**src/rtl/corr_pkg.sv**
```systemverilog
// Shared defaults and FSM state encoding for the MAC integration controller.
package corr_pkg;

   localparam int unsigned DIM_IN_DEF  = 16;
   localparam int unsigned DIM_ADD_DEF = 64;
   localparam int unsigned CNT_W_DEF   = 24;
   localparam int unsigned MAC_LAT_DEF = 3;

   typedef enum logic [1:0] {
      ACCUM   = 2'd0,
      FLUSH   = 2'd1,
      CAPTURE = 2'd2
   } state_e;

endpackage

```
**src/rtl/corr_out_reg.sv**
```systemverilog
// Result holding register with valid/ready handshake and sticky overflow flag.
// MAC_INTEG_FRAME_EN adds a 32-bit frame index loaded alongside each result.
module corr_out_reg
   import corr_pkg::*;
#(
   parameter int unsigned DIM_ADD = DIM_ADD_DEF
) (
   input  logic               clk,
   input  logic               clr,
   input  logic               cap_valid,
   input  logic [DIM_ADD-1:0] cap_data,
   input  logic               m_ready,
   output logic               m_valid,
   output logic [DIM_ADD-1:0] m_data,
   output logic               ovf
`ifdef MAC_INTEG_FRAME_EN
   ,output logic [31:0]       m_frame
`endif
);

   logic               m_valid_q, m_valid_d;
   logic [DIM_ADD-1:0] m_data_q,  m_data_d;
   logic               ovf_q,     ovf_d;
   logic               load;

`ifdef MAC_INTEG_FRAME_EN
   logic [31:0] frame_cnt_q, frame_cnt_d;
   logic [31:0] m_frame_q,   m_frame_d;
`endif

   // A result may only replace the held one if the slot is empty or being drained this cycle.
   always_comb begin
      load      = cap_valid && (!m_valid_q || m_ready);
      m_valid_d = m_valid_q;
      m_data_d  = m_data_q;
      ovf_d     = ovf_q;
      if (cap_valid) begin
         if (load) begin
            m_valid_d = 1'b1;
            m_data_d  = cap_data;
         end else begin
            ovf_d = 1'b1;
         end
      end else if (m_valid_q && m_ready) begin
         m_valid_d = 1'b0;
      end
`ifdef MAC_INTEG_FRAME_EN
      frame_cnt_d = cap_valid ? frame_cnt_q + 32'd1 : frame_cnt_q;
      m_frame_d   = load ? frame_cnt_q : m_frame_q;
`endif
   end

   always_ff @(posedge clk) begin
      if (clr) begin
         m_valid_q <= 1'b0;
         m_data_q  <= '0;
         ovf_q     <= 1'b0;
`ifdef MAC_INTEG_FRAME_EN
         frame_cnt_q <= '0;
         m_frame_q   <= '0;
`endif
      end else begin
         m_valid_q <= m_valid_d;
         m_data_q  <= m_data_d;
         ovf_q     <= ovf_d;
`ifdef MAC_INTEG_FRAME_EN
         frame_cnt_q <= frame_cnt_d;
         m_frame_q   <= m_frame_d;
`endif
      end
   end

   assign m_valid = m_valid_q;
   assign m_data  = m_data_q;
   assign ovf     = ovf_q;
`ifdef MAC_INTEG_FRAME_EN
   assign m_frame = m_frame_q;
`endif

endmodule

```
**src/rtl/mac_integ_ctrl.sv**
```systemverilog
// Integration controller sequencing an external MAC: accumulate n_int samples, flush, capture.
// MAC_INTEG_FRAME_EN adds the m_frame output (per-capture index).
module mac_integ_ctrl
   import corr_pkg::*;
#(
   parameter int unsigned DIM_IN  = DIM_IN_DEF,
   parameter int unsigned DIM_ADD = DIM_ADD_DEF,
   parameter int unsigned CNT_W   = CNT_W_DEF,
   parameter int unsigned MAC_LAT = MAC_LAT_DEF
) (
   input  logic               clk,
   input  logic               clr,
   input  logic [CNT_W-1:0]   n_int,
   input  logic               s_valid,
   output logic               s_ready,
   input  logic [DIM_IN-1:0]  s_a,
   input  logic [DIM_IN-1:0]  s_b,
   output logic               mac_en,
   output logic               mac_clr,
   output logic [DIM_IN-1:0]  mac_a,
   output logic [DIM_IN-1:0]  mac_b,
   input  logic [DIM_ADD-1:0] mac_out,
   output logic               m_valid,
   input  logic               m_ready,
   output logic [DIM_ADD-1:0] m_data,
   output logic               ovf
`ifdef MAC_INTEG_FRAME_EN
   ,output logic [31:0]       m_frame
`endif
);

   localparam int unsigned FL_W = (MAC_LAT > 1) ? $clog2(MAC_LAT) : 1;
   localparam logic [FL_W-1:0] FL_LAST = FL_W'(MAC_LAT - 1);

   state_e           state_q, state_d;
   logic [CNT_W-1:0] cnt_q,   cnt_d;
   logic [CNT_W-1:0] n_lat_q, n_lat_d;
   logic [FL_W-1:0]  flush_q, flush_d;
   logic [CNT_W-1:0] n_eff, n_cur;
   logic             cap_valid;

   // n_int is only honoured at the start of an integration; later samples use the latched copy.
   always_comb begin
      n_eff     = (n_int == '0) ? CNT_W'(1) : n_int;
      n_cur     = (cnt_q == '0) ? n_eff : n_lat_q;
      state_d   = state_q;
      cnt_d     = cnt_q;
      n_lat_d   = n_lat_q;
      flush_d   = flush_q;
      s_ready   = 1'b0;
      mac_en    = 1'b0;
      mac_clr   = 1'b0;
      mac_a     = '0;
      mac_b     = '0;
      cap_valid = 1'b0;
      case (state_q)
         ACCUM: begin
            s_ready = 1'b1;
            mac_en  = s_valid;
            mac_a   = s_a;
            mac_b   = s_b;
            if (cnt_q == '0) n_lat_d = n_eff;
            if (s_valid) begin
               if (cnt_q + CNT_W'(1) == n_cur) begin
                  cnt_d   = '0;
                  flush_d = '0;
                  state_d = FLUSH;
               end else begin
                  cnt_d = cnt_q + CNT_W'(1);
               end
            end
         end
         FLUSH: begin
            mac_en = 1'b1;
            if (flush_q == FL_LAST) state_d = CAPTURE;
            else                    flush_d = flush_q + FL_W'(1);
         end
         CAPTURE: begin
            mac_clr   = 1'b1;
            cap_valid = 1'b1;
            state_d   = ACCUM;
         end
         default: state_d = ACCUM;
      endcase
      if (clr) mac_clr = 1'b1;
   end

   always_ff @(posedge clk) begin
      if (clr) begin
         state_q <= ACCUM;
         cnt_q   <= '0;
         n_lat_q <= CNT_W'(1);
         flush_q <= '0;
      end else begin
         state_q <= state_d;
         cnt_q   <= cnt_d;
         n_lat_q <= n_lat_d;
         flush_q <= flush_d;
      end
   end

   corr_out_reg #(
      .DIM_ADD (DIM_ADD)
   ) u_out_reg (
      .clk       (clk),
      .clr       (clr),
      .cap_valid (cap_valid),
      .cap_data  (mac_out),
      .m_ready   (m_ready),
      .m_valid   (m_valid),
      .m_data    (m_data),
      .ovf       (ovf)
`ifdef MAC_INTEG_FRAME_EN
      ,.m_frame  (m_frame)
`endif
   );

endmodule

```
**config.mk**
```make
export PLATFORM = sky130hd
export DESIGN_NAME = mac_integ_ctrl
export DESIGN_NICKNAME = d
export VERILOG_FILES = /design/src/rtl/corr_pkg.sv /design/src/rtl/corr_out_reg.sv /design/src/rtl/mac_integ_ctrl.sv
export SDC_FILE = /design/constraint.sdc
export NUM_CORES = 1
export LEC_CHECK = 0
export ABC_CLOCK_PERIOD_IN_PS = 7200
export BUFFER_PORTS_ARGS = -buffer_cell sky130_fd_sc_hd__buf_2
export CAP_MARGIN = 20
export CORE_MARGIN = 1
export CORE_UTILIZATION = 55
export CTS_BUF_LIST = sky130_fd_sc_hd__clkbuf_8
export CTS_CLUSTER_SIZE = 40
export DETAILED_ROUTE_END_ITERATION = 8
export GPL_TIMING_DRIVEN = 0
export PLACE_DENSITY = 0.88
export RECOVER_POWER = 50
export SLEW_MARGIN = 10
export SYNTH_ARGS = -nofsm -noshare
export SYNTH_HDL_FRONTEND = slang
export SYNTH_SLANG_ARGS = --single-unit
```
**constraint.sdc**
```tcl
create_clock -name clk -period 7.2 [get_ports clk]
set_input_delay 1.08 -clock clk [delete_from_list [all_inputs] [get_ports clk]]
set_output_delay 1.08 -clock clk [all_outputs]
set_load 0.01 [all_outputs]
```
==> summary by stage <==
Timing
The final worst clock skew is between 9 and 10 ps. The final count of hold timing violations is 0. The highest achievable clock rate is roughly 260 MHz. Dividing the final minimum period by the clock period gives a little over half. The slew of the pin with the lowest slew margin is 931 ps. Setup repair after global routing left no endpoint under its margin. The final-report setup violation count is 0. The shortest clock period the worst path allows after layout is 3790 ps. The headroom to the max-slew limit is 37.5%.

The number of pins with negative max-slew slack in the final report came to 0. After routing, the total negative slack on setup checks comes to 0 ps.

Clock tree
The clock transition time at the flip-flop clock pins of the worst setup and hold paths is 70 ps. The total clock buffers created by CTS is 17. The tree built by TritonCTS fans out to 118 sinks. The number of buffers added to fix hold violations after cts is 0.

The longest clock path from root to sink contains 2 buffers. The tree is rooted in a clkbuf_8. The H-tree was split into 4 levels. The total setup buffers inserted after CTS is 0.

Post-CTS repair changed the size of 0 cells. The CTS tree is done. For the worst-skew pair, the clock arrives at the later sink with an insertion delay of 450 ps.

Power and ir drop
Internal power comes to around 1100 uW. The part of the power in the clock network is 42.6%. The part of the total power dissipated in sequential elements is 45.3%. The reported net switching power is roughly 400 uW. The proportion of power drawn by combinational gates is 12.1%. The analysis attributes to cell leakage a power of just under 0.003 uW. For this design the ratio of total power to cell area is roughly 200 nW/um^2.

The switching fraction of total power is between 20% and 30%. The worst-case IR drop observed on VDD is 0.000193 V.

Min path
The worst hold path passes through 2 cells. The type of the most critical hold path is flip-flop to flip-flop.

Drt
The final routed wire length divided by cell count is 15.2 um. The detailed-route vias per instance is 5.52. The wire length after detailed routing is ~17000 um. In the routed design, unresolved DRC markers number 0. The count of routing violations after the opening detailed-route iteration is 494. The count of nets left with antenna violations once routing finished came out at 0. The routed layout has 6340 vias. The total iterations of the first detailed-routing run is 7.

Critical path
The endpoint of the most critical setup path is cnt_q[21]. The startpoint identified for the worst register-to-register timing path is cnt_q[0]. The worst reg2reg path depth is 12.

The worst setup path is of the input pin to flip-flop kind. Of all nets on the critical path, the largest fanout is 10. For the worst setup path, the data arrival time is between 4000 and 5000 ps. The worst setup path is captured at a flip-flop. The worst setup path is launched from an input pin. The critical path launch point is n_int[0]. The destination of the worst register-to-register timing path is cnt_q[21].

STA puts the critical path data required time at about 7500 ps. Setup slack on the worst reg-to-reg path comes out at 3510 ps.

Synthesis
The number of nets handed over by synthesis was 885. For this run, the leading register cell type out of synthesis is dfxtp_1. The average cell area after synthesis is 7.72 um^2. The sequential fraction of the synthesis area is approximately two fifths. The count of flip-flops with a built-in enable after synthesis is 0. Counting instances in the post-synthesis netlist gives the leading cell types as 204 x nand2_1, 118 x dfxtp_1, 102 x a21oi_1. In this run, synthesis produced a sequential element count of 118. The post-synthesis cell count is roughly 760.

Ranked by total cell area, the synthesized netlist is headed by dfxtp_1 40%, nand2_1 13%, a21oi_1 8.7%. The cell area that synthesis handed to floorplanning was 5850 um^2. By instance count, the leading cell after synthesis is nand2_1. After synthesis, the netlist uses 65 different library cells. In this run the biggest area consumer among cell types represents 40.4% of the synthesized area. The cell type contributing the most total cell area after synthesis is dfxtp_1.

The fraction of registers with async set or reset after synthesis is 0%. During synthesis, Yosys emitted a total of 0 warnings.

Cells and area
The share of post-route cells with drive strength above 1 is 21.5%. The final core utilization is 72.4%. The final layout contains 1128 nets. 0 antenna diodes ended up in the layout.

The cell area after layout is between 7000 and 8000 um^2. The layout overhead on the synthesized area is 27.6%.

Place
At the end of routability-driven placement, the weighted congestion stood at 0.907. The total placed instance area is just over 7000 um^2. Input and output buffers added on the ports amount to 224. The placed wire-length estimate after detailed placement is 13100 um.

Global routing
The via count of the first global-routing pass is ~6000. The first global-routing pass estimated 27900 um of wire. The maximum number of pins on one net before global-route repair is 17. The number of antenna violations at the first check in global routing is 0. The global-route total usage across every layer is 31.8%. The total overflow reported by the global router is 0.

Floorplan
In this run the core area contains 37 standard-cell rows. The initial standard-cell utilization of the core is between 50% and 60%. After floorplanning, the core was sized to cover 10300 um^2. The number of ports placed on the die boundary is about 230. The height of the chip is 105 um. The die is 105 um wide. The die area is around 11000 um^2.

Run status
The flow ran to the end, and the final reports show no timing, DRC or antenna violations.

Flow run
Across the run, the number of max-cap violations was 0.
## state kept, by name (all words and copies together) (netlist names)
name and flops:
n_lat_q 24, u_out_reg.m_valid 1, cnt_q 24, state_q 2, u_out_reg.m_data 64, u_out_reg.ovf 1, flush_q 2
## power by group through the flow
stage / registers (uW) / logic [uW] / clock network [uW]
floorplan: 686 / 103 / 0
global placement: 689 / 172 / 0
CTS: 675 / 177 / 640
global route: 676 / 195 / 663
detailed placement: 689 / 175 / 0
finish: 675 / 180 / 635
## how the worst min path moves through the flow
stage / start / slack (ps) / endpoint
floorplan: n_lat_q[16] / 430 / n_lat_q[16]
global placement: u_out_reg.m_data[63] / 440 / u_out_reg.m_data[63]
detailed placement: u_out_reg.m_data[61] / 440 / u_out_reg.m_data[61]
CTS: u_out_reg.m_data[22] / 450 / u_out_reg.m_data[22]
global route: n_lat_q[11] / 470 / n_lat_q[11]
finish: u_out_reg.m_data[61] / 450 / u_out_reg.m_data[61]
## cell families after synthesis
| logic type | share of synthesized area, % |
|---|---|
| compound gates | 15.5 |
| xor+xnor | 6.37 |
| fa+ha+maj | 0.641 |
| buf+inv | 4.53 |
| flops | 40.4 |
| mux | 0.855 |
| simple gates | 31.7 |
## area by class of cell
class	count	area (um^2)
multi-input cells	580	3230
inverters	7	26.3
clock buffers	17	234
repair buffers	224	1040
plain buffers	53	239
flip-flops and latches	118	2360
fillers	836	2850
well taps	136	170
clock inverters	14	176
## worst max-delay path: stages
cell	delay (ps)
buf_2	130
nor4_1	540
nand4_1	230
o2111a_1	310
or3_1	300
a2111oi_0	470
nand4_1	320
nor4_4	400
buf_4	260
nor3_1	70
## through the flow
step	power (uW)	cells	worst slack (ps)	hold WS (ps)
after floorplan	790	758	3890	432
after global placement	861	1118	3020	439
after detailed placement	865	1118	3020	443
after CTS	1490	1149	3470	453
after global routing	1530	1149	3300	470
final	1490	1149	3410	454
## metal layers
metal  up-vias  routed length (um)  GRT usage (%)  part of all wire, %
met2       280                8600           53.6                   49
met5         -                   0              0                    0
li1       3092                   -              -                    -
met3        57                1400           8.73                  8.0
met4         0                 628           14.9                  3.6
met1      2911                6820           37.3                   39
## placed cells by master, fill, tap and decap left out, drive strengths merged, types with 20 or more instances in the layout
cell,Yosys,final
nand2,204,204
buf,16,173
clkbuf,37,121
dfxtp,118,118
a21oi,102,102
and2,34,34
nor3,28,28
xnor2,25,25
nor2,21,21
nand3,20,20
No activity file was read; power rests on OpenSTA's default activity.
